--- src/rtl/alu_op_scheduler.sv ---
// Round-robin sequencer for the shared 4-bit ALU: grants one requester, holds operands, captures result.
// Latency: ack pulses SETTLE_CYCLES+1 cycles after the grant edge; one operation per SETTLE_CYCLES+3 cycles.
// Backpressure: requesters hold req until their ack; grants are only taken in IDLE, so DONE is a bubble.
module alu_op_scheduler #(
    parameter int SETTLE_CYCLES = 3,
    parameter int CNT_W         = 8
) (
    input  logic             clk,
    input  logic             rst,
    input  logic             req0,
    input  logic             req1,
    input  logic [3:0]       a0,
    input  logic [3:0]       b0,
    input  logic [3:0]       a1,
    input  logic [3:0]       b1,
    input  logic [2:0]       op0,
    input  logic [2:0]       op1,
    output logic             ack0,
    output logic             ack1,
    output logic [3:0]       rsp_data,
    output logic [3:0]       alu_a,
    output logic [3:0]       alu_b,
    output logic [2:0]       alu_sel,
    input  logic [3:0]       alu_result,
    output logic             busy,
    output logic [CNT_W-1:0] op_count
);

    typedef enum logic [1:0] {
        IDLE   = 2'd0,
        SETTLE = 2'd1,
        DONE   = 2'd2
    } state_t;

    localparam logic [3:0] SETTLE_INIT = 4'(SETTLE_CYCLES);

    state_t     state;
    state_t     next_state;
    logic [3:0] settle_cnt;
    logic       owner;
    logic       rr_ptr;
    logic       grant_vld;
    logic       grant_id;
    logic       settle_done;

    // On a tie the pointer picks; a lone requester always wins regardless of the pointer.
    assign grant_vld   = req0 | req1;
    assign grant_id    = (req0 & req1) ? rr_ptr : req1;
    assign settle_done = (settle_cnt == 4'd0);

    always_ff @(posedge clk or posedge rst) begin
        if (rst) begin
            state <= IDLE;
        end else begin
            state <= next_state;
        end
    end

    always_comb begin
        next_state = state;
        unique case (state)
            IDLE:    if (grant_vld)   next_state = SETTLE;
            SETTLE:  if (settle_done) next_state = DONE;
            DONE:    next_state = IDLE;
            default: next_state = IDLE;
        endcase
    end

    always_comb begin
        busy = (state != IDLE);
        ack0 = (state == DONE) && !owner;
        ack1 = (state == DONE) &&  owner;
    end

    // ALU inputs only change on a grant, so the mux tree sees no activity while idle.
    always_ff @(posedge clk or posedge rst) begin
        if (rst) begin
            settle_cnt <= 4'd0;
            owner      <= 1'b0;
            rr_ptr     <= 1'b0;
            alu_a      <= 4'd0;
            alu_b      <= 4'd0;
            alu_sel    <= 3'd0;
            rsp_data   <= 4'd0;
            op_count   <= '0;
        end else begin
            unique case (state)
                IDLE: begin
                    if (grant_vld) begin
                        owner      <= grant_id;
                        rr_ptr     <= ~grant_id;
                        settle_cnt <= SETTLE_INIT;
                        alu_a      <= grant_id ? a1  : a0;
                        alu_b      <= grant_id ? b1  : b0;
                        alu_sel    <= grant_id ? op1 : op0;
                    end
                end
                SETTLE: begin
                    if (settle_done) begin
                        rsp_data <= alu_result;
                        op_count <= op_count + CNT_W'(1);
                    end else begin
                        settle_cnt <= settle_cnt - 4'd1;
                    end
                end
                default: begin
                end
            endcase
        end
    end

endmodule

--- config.mk ---
export PLATFORM = sky130hd
export DESIGN_NAME = alu_op_scheduler
export DESIGN_NICKNAME = d
export VERILOG_FILES = /design/src/rtl/alu_op_scheduler.sv
export SDC_FILE = /design/constraint.sdc
export NUM_CORES = 1
export LEC_CHECK = 0
export BUFFER_PORTS_ARGS = -buffer_cell sky130_fd_sc_hd__buf_2
export CAP_MARGIN = 20
export CORE_MARGIN = 2
export CORE_UTILIZATION = 43
export DETAILED_ROUTE_END_ITERATION = 12
export PLACE_DENSITY_LB_ADDON = 0.12
export SETUP_SLACK_MARGIN = 0.15
export SLEW_MARGIN = 40
export SYNTH_ARGS = -nofsm -noshare
export SYNTH_HDL_FRONTEND = slang
export SYNTH_SLANG_ARGS = --single-unit
--- constraint.sdc ---
create_clock -name clk -period 1.62 [get_ports clk]
set_input_delay 0.081 -clock clk [delete_from_list [all_inputs] [get_ports clk]]
set_output_delay 0.081 -clock clk [all_outputs]
set_load 0.1 [all_outputs]
### Word level (Yosys, flattened, before mapping)

Index checks and enable logic that the tools add are counted.
Widths: inputs -> output; s select.

* register bits: 31
* input bits: 30
* output and inout bits: 26

* add/subtract/negate cells: 2
* equality and inequality tests: 5
* muxes and demuxes: 10
* bitwise gates (word level): 3
* reductions and logical operators: 11

Operator list (count)
* $mux 4: 4
* $add 8x1->8 const B: 1
* $pmux 4 s2: 1
* $ne 2x2->1 const B: 3
* $reduce_and 2->1: 3
* $logic_not 4->1: 1
* $mux 2: 2
* $pmux 2 s2: 1
* $reduce_bool 2->1: 2
* $sub 4x1->4 const B: 1
* $mux 3: 1
* $reduce_and 3->1: 1
* $eq 2x1->1 const B: 1
* $eq 2x2->1 const B: 1
* $logic_and 1x1->1: 2
* $logic_not 2->1: 1
* $and 1x1->1: 1
* $logic_not 1->1: 1
* $mux 1: 1
* $not 1->1: 1
* $or 1x1->1: 1

### Logic depth before layout (Yosys ltp)

Gate-level depths: netlist of run 1.

* depth in word-level cells: 3
* depth in mapped cells: 6
* gate-level depth less buffers: 5

### Least setup slack after synthesis of run 1

Ideal clock, no wire load.

* path type: flip-flop to output port
* start point: register state[0]
* end point: output ack0
* arrival time: 2.684 ns
* data required time: 1.539 ns
* slack: -1.145 ns
* stages on the path, launching flop included: 3
* path buffers: 1
* cell sequence: dfrtp_1 buf_6 nor3b_1

* longest elaborated chain between the ends: 2

Ends and longest elaborated chain
* start, declared: RTL line 37 `state_t state;`
* start signal, assigned: RTL line 55 `state <= next_state;`
* $eq 2x2->1: RTL line 71 `ack0 = (state == DONE) && !owner;`
* $logic_and 1x1->1: RTL line 71
* end, declared: RTL line 18 `output logic ack0,`

No other way between the ends.

### Worst setup path in the final report of run 1

* start point: register state[1]
* end point: register rsp_data[0]

* longest elaborated chain between the ends: 2

Ends and longest elaborated chain
* $eq 2x1->1: RTL line 87 `unique case (state)`
* $reduce_and 2->1 (no line)
* end signal, assigned: RTL line 100 `rsp_data <= alu_result;`
* end, declared: RTL line 20 `output logic [3:0] rsp_data,`

No other way between the ends.
A chain may end at the register's enable or synchronous reset.

==> summary.md, run 1 <==
| Metric | Value |
|---|---|
| Fraction of layout cells with a size suffix above 1 | around half |
| Vias per cell | roughly 5 |
| Worst Hold Class | in -> reg |
| I/O pins | between 50 and 60 |
| Top cells by area, synth | dfrtp_1 (52%), a221o_1 (7.4%), a21boi_0 (5.6%) |
| Post-Route WL | between 4000 and 5000 um |
| WL/cell | 14.8 um |
| Fin crit period | about 1500 ps |
| Latest clock arrival within the worst-skew pair | around 340 ps |
| Grt met1 use | between 20% and 30% |
| Tcrit/Tclk final | 93.6% |
| Status | finished clean |
| Crit Path Max Fanout | 7 |
| RSZ-0062 raised after global routing | yes |
| Overflow after GRT | 0 |
| Worst-path clk slew | approximately 100 ps |
| Register Area | around 780 um2 |
| CORE AREA | between 3000 and 4000 um2 |
| Htree depth | 2 |
| Final Wtd Congestion | around 0.8 |
| Vias in the first global route | about 1400 |
| Total vias in the final route | 1375 |
| Sequential area share after synthesis | between 50% and 60% |
| Initial antenna violation count | 0 |
| Syn Nets | about 160 |
| Die width | 62.6 um |
| Slowest cell on the critical path | or3b_4 |
| Ordered list of cells on the worst path | or3b_4, or2_4, mux2_4 |
| CP Capture Type | flip-flop |
| Dpl cell area | 1870 um2 |
| Max clock buf depth | 2 |
| Worst path max stage delay | roughly 410 ps |
| Initial DRC Count | 52 |
| Worst Tran Pin Value | roughly 500 ps |
| Residual DRC count | 0 |
| Clk_skew | between 15 and 20 ps |
| Top FF cell, synth | dfrtp_1 |
| CP Class | reg -> reg |
| Commonest non-fill, non-tap cell in the layout | buf_2 |
| Main combinational cell family by area after synthesis | compound AO/OA/AOI/OAI gates |
| Final ANT Viol Nets | 0 |
| Final hold violations | 0 |
| Clock Root Buffer | clkbuf_4 |
| Die span in y | between 60 and 70 um |
| Post-synthesis mux area share | approximately 6.4% |
| # setup viols final | 0 |
| CTS buffer count | 5 |
| YS warnings | 0 |
| Commonest non-fill, non-tap cells in the layout | buf_2 (52), dlygate4sd3_1 (26), dfrtp_1 (24) |
| Layout area overhead | 62.9% |
| Synthesized area per cell | 12.0 um2 |
| Setup Total Neg Slack | 0 ps |
| Total die area | ~3900 um2 |
| Dpl cells | approximately 230 |
| CTS tree | built |
| Post-Syn Area | ~1500 um2 |
| GRT busiest layer | met2 |
| CP Data Required Time | 1840 ps |
| Finished Layout Cells | ~270 |
| Max-slew headroom | between 60% and 70% |
| Synth async-reset ratio | 100% |
| Simple-gate area share of the yosys netlist | about an eighth |
| Core Util, Final | between 70 and 80% |
| Clk sink count | 31 |
| Compound-Gate Fraction of Synth Area | a little under a fifth |
| Cell Rows | 21 |
| Hpwl dp | 2580 um |
| # nets final | approximately 260 |
| Port-buffer cells | 55 |
| First-pass GRT wire length | 6810 um |
| Routing usage on met2 | 39.1% |
| Maxcap violations | 0 |
| Post-synthesis adder-cell area fraction | 1.69% |
| N_diodes | 0 |
| 1st-pass router iterations | 4 |
| Cells after synthesis | between 100 and 150 |
| Synth Area in XOR/XNOR | 4.15% |
| Multi-input gate area | roughly 730 um2 |
| Area leader, netlist | dfrtp_1 |
| Worst EP arrival | around 1700 ps |
| Fmax | around 660 MHz |
| Synth Register Bits | 31 |
| Post-synth cell types | 33 |
| Initial Util | about 45% |
| Startpoint types | flip-flop |
| Final-report max-slew violation count | 0 |
| Fillers | between 200 and 250 |
| Largest net degree at the start of global routing | 32 |
| Top cell type's share of synthesized area | a little over half |
| Total GRT Usage | between 20% and 30% |
| Met3 Usage GRT | 5.41% |
| EDFF count, synth | 0 |
| Design Area, Final | 2410 um2 |
==> timing repair <==
item | in CTS | in global routing
gates resized for setup | 17 | 17
buffers inserted | 4 | 5
setup endpoints to repair | 25 | 25
endpoints found under the hold margin | 46 | 0
pin swaps | 4 | 5
hold buffers | 26 | 0
==> logic make-up after synthesis <==
group | count (synthesis)
xor+xnor | 7
simple gates | 32
mux | 7
flops | 31
compound gates | 32
buf+inv | 12
fa+ha+maj | 2
==> path summary, 6_finish.rpt <==
check | startpoint | to | slack, ps | cells past startpoint
setup / recovery | state[1] | rsp_data[0] | 100 | 3
hold / removal | b1[2] | alu_b[2] | 8 | 2
setup reg to reg | state[1] | rsp_data[0] | 100 | 3
hold reg to reg | op_count[6] | op_count[6] | 480 | 1
max in group asynchronous | rst | op_count[5] | 930 | 4
min in group asynchronous | rst | rsp_data[1] | 370 | 4
==> through the flow <==
stage                     setup slack (ps)  hold slack [ps]
after global placement                64.8              176
after floorplan                      -70.1              184
after detailed placement              26.1              180
after global routing                  62.3             4.50
final                                  104             8.12
after CTS                             50.9            0.359
==> registers in the layout, summed over array words and instances, names as in the netlist <==
signal / count
settle_cnt: 4
alu_b: 4
owner: 1
rsp_data: 4
state: 2
rr_ptr: 1
op_count: 8
alu_a: 4
alu_sel: 3
==> cell usage after synthesis (3+ instances only) <==
library cell / count
dfrtp_1: 31
a21boi_0: 11
a221o_1: 11
nand2b_1: 6
xor2_1: 6
inv_1: 5
mux2_4: 5
nand2_1: 5
clkbuf_1: 4
nor3_1: 4
buf_6: 3
==> area by class of cell <==
class / count / share of cell area (%)
inverter: 5 / 0.779
clock buffer: 7 / 1.87
clock inverter: 1 / 1.25
multi-input combinational: 80 / 30.5
sequential: 31 / 32.6
tap: 46 / 2.39
timing repair buffer: 102 / 30.7
==> metal layers <==
metal  vias up  part of all wire [%]
met1       672                    41
met3        10                   4.7
met4         0                   1.9
li1        653                     -
met5         -                     0
met2        40                    52
==> worst max-delay path: cells and delay by family (launching register included) <==
family / cells / cell delay (ps)
AND/OR/NAND/NOR: 2 / 700
flip-flops: 1 / 400
multiplexers: 1 / 310
Power of run 1 is left out: the tool's default activity adds up to more than one toggle a clock period on the data nets, which glitch-free logic cannot reach.
==> run 2, diff against run 1 <==
--- a/config.mk
+++ b/config.mk
@@ -5,10 +5,11 @@
 export SDC_FILE = /design/constraint.sdc
 export NUM_CORES = 1
 export LEC_CHECK = 0
+export ABC_AREA = 1
 export BUFFER_PORTS_ARGS = -buffer_cell sky130_fd_sc_hd__buf_2
 export CAP_MARGIN = 20
 export CORE_MARGIN = 2
-export CORE_UTILIZATION = 43
+export CORE_UTILIZATION = 44
 export DETAILED_ROUTE_END_ITERATION = 12
 export PLACE_DENSITY_LB_ADDON = 0.12
 export SETUP_SLACK_MARGIN = 0.15
==> summary.md, run 2 <==
| Metric | Value |
|---|---|
| 1st-pass router iterations | 4 (unchanged) |
| Worst hold slack | 192 ps (+184 ps) |
| Worst Hold Class | in -> reg |
| Residual DRC count | 0 (unchanged) |
| Synthesized area per cell | 8.28 um2 (-31%) |
| Port-buffer cells | 55 (unchanged) |
| Dpl cell area | 1860 um2 (-0.94%) |
| Top-count cell post-synth | nand2_1 |
| Largest register FFs | 8 (unchanged) |
| WL/cell | 12.0 um (-19%) |
| CP Capture Type | flip-flop |
| Worst Hold Endpoint | settle_cnt[3] |
| Die width | 62.8 um (+0.29%) |
| Post-Route WL | 3870 um (-3.9%) |
| Post-Syn Area | 1520 um2 (+3.0%) |
| Max-slew headroom | 66.2% (-0.80 points) |
| Syn Nets | 216 (+39%) |
| Layout area overhead | 48.0% |
| Tcrit/Tclk final | 87.4% (-6.2 points) |
| Die span in y | 62.8 um (+0.29%) |
| Crit Path Max Fanout | 5 (-2) |
| Top FF cell, synth | dfrtp_1 |
| Vias in the first global route | 1385 (-3.6%) |
| Fraction of layout cells with a size suffix above 1 | 33.3% (-17 points) |
| Final hold violations | 0 (unchanged) |
| Max clock buf depth | 2 (unchanged) |
| Clk sink count | 31 (unchanged) |
| Startpoint types | flip-flop |
| EDFF count, synth | 0 (unchanged) |
| Fin crit period | 1420 ps (-100 ps) |
| Fmax | 706 MHz (+7.1%) |
| Worst EP arrival | 1650 ps (-90 ps) |
| Hpwl dp | 2290 um (-12%) |
| Final ANT Viol Nets | 0 (unchanged) |
| Htree depth | 2 (unchanged) |
| I/O pins | 56 (unchanged) |
| Final-report max-slew violation count | 0 (unchanged) |
| Synth Register Bits | 31 (unchanged) |
| Post-synth cell types | 23 (-30%) |
| RSZ-0062 raised after global routing | yes |
| Initial antenna violation count | 0 (unchanged) |
| YS warnings | 0 (unchanged) |
| Commonest non-fill, non-tap cells in the layout | nand2_1 (79), buf_2 (52), dlygate4sd3_1 (27) |
| R2r endpoint | op_count[4] |
| Top cell type's share of synthesized area | 50.9% (-1.5 points) |
| Clk_skew | 4.38 ps (-11.9 ps) |
| Maxcap violations | 0 (unchanged) |
| Total GRT Usage | 21.4% (-0.75 points) |
| Cell Rows | 21 (unchanged) |
| Clock Root Buffer | clkbuf_4 |
| Crit path launch | settle_cnt[0] |
| Largest net degree at the start of global routing | 32 (unchanged) |
| Worst Min Path Start | req1 |
| Initial Util | 45.6% (+0.96 points) |
| Worst R2R Start | settle_cnt[0] |
| # setup viols final | 0 (unchanged) |
| Design Area, Final | 2250 um2 (-6.5%) |
| First-pass GRT wire length | 6450 um (-5.3%) |
| CORE AREA | 3340 um2 (+0.79%) |
| Status | finished clean |
| Cells after synthesis | 184 (+50%) |
| Top cells by area, synth | dfrtp_1 (51%), nand2_1 (19%), nand3_1 (4.9%) |
| Vias per cell | 4.62 (-8.5%) |
| Overflow after GRT | 0 (unchanged) |
| Worst Tran Pin Value | 505 ps (+6.61 ps) |
| # nets final | 307 (+19%) |
| Commonest non-fill, non-tap cell in the layout | nand2_1 |
| CP Data Required Time | 1850 ps (about the same) |
| Total die area | 3950 um2 (+0.58%) |
| Cells on worst reg2reg path | 8 (+5) |
| Worst-path clk slew | 100 ps (about the same) |
| Most frequent cells after synthesis | nand2_1 (79), dfrtp_1 (31), inv_1 (15), nand3_1 (15), nor2_1 (7) |
| Total vias in the final route | 1489 (+8.3%) |
| CP Class | reg -> reg |
| CTS tree | built |
| Latest clock arrival within the worst-skew pair | 330 ps (about the same) |
| Hold depth | 4 (+2) |
| N_diodes | 0 (unchanged) |
| Synth async-reset ratio | 100% (unchanged) |
| Worst R2R Setup Slack | 200 ps (+100 ps) |
| CTS buffer count | 5 (unchanged) |
| Sequential area share after synthesis | 50.9% (-1.5 points) |
| Largest Register | op_count |
| Final Wtd Congestion | 0.743 (-4.9%) |
| Area leader, netlist | dfrtp_1 |
| Initial DRC Count | 72 (+38%) |
run 2: changes by cell type after synthesis, sizes merged, moves of 3 or more:
cell    previous run  this run
nand2              5        81
nand3              1        15
inv                5        18
a21boi            11         0
a221o             11         0
nor2               2        12
nand2b             6         0
o21ai              1         7
mux2               5         0
clkbuf             4         0
xor2               6         2
or2                3         0
run 2: critical path, cell delays in order, from the launching register on:
cell and delay, ps:
dfrtp_1 390, inv_1 90, ha_1 190, nand2_1 120, nor2_4 220, buf_12 140, nand3_1 50, nand2_1 70
nand2_1 40
run 2: stage by stage:
stage	TNS (ps)	setup slack, ps	util (%)	cells
3_3_place_gp	0	221	55.6	284
4_1_cts	0	159	66.0	319
3_5_place_dp	0	184	55.6	284
6_report	0	205	67.5	322
5_1_grt	0	93.4	67.5	322
2_1_floorplan	-211	-116	-	184
run 2: cells by family (layout without fill, tap and decap cells):
family | count (synthesis) | in the layout | synth area share, %
adders and majority gates | 2 | 2 | 1.64
AOI/OAI and AO/OA | 10 | 10 | 4.35
DFF | 31 | 31 | 50.9
and+or+nand+nor | 116 | 117 | 34.2
buffers and inverters | 22 | 113 | 7.15
xor gates and xnor gates | 3 | 3 | 1.73
run 2: metal layers:
metal  part of all wire, %  global-route usage, %  routed length (um)
met1                    44                   25.5                1690
met2                    50                   35.3                1930
met3                   4.2                   6.85                 161
met4                   2.3                   9.44                  91
met5                     0                      0                   0
run 2: final cells by class:
| cell class | instances | area [um2] |
|---|---|---|
| Clock buffer | 7 | 65.1 |
| Clock inverter | 1 | 7.51 |
| Fill cell | 296 | 1080 |
| Inverter | 18 | 67.6 |
| Multi-Input combinational cell | 132 | 659 |
| Sequential cell | 31 | 786 |
| Tap cell | 46 | 57.6 |
| Timing Repair Buffer | 87 | 611 |
run 2: timing repair:
item                                    CTS  global route
pin swaps                                 0             2
buffers inserted                          0             2
cloned                                    0             1
endpoints found under the setup margin    2            22
endpoints found under the hold margin    46             0
gates resized for setup                   2             5
hold buffers                             27             0
run 2: how the worst max path moves through the flow:
| stage | endpoint | slack, ps | depth (start not counted) |
|---|---|---|---|
| floorplan | ack1 | -120 | 1 |
| global placement | op_count[0] | 220 | 6 |
| detailed placement | op_count[0] | 180 | 6 |
| CTS | op_count[0] | 160 | 6 |
| global route | op_count[4] | 90 | 8 |
| finish | op_count[4] | 200 | 8 |
Power of run 2 is left out for the same reason.
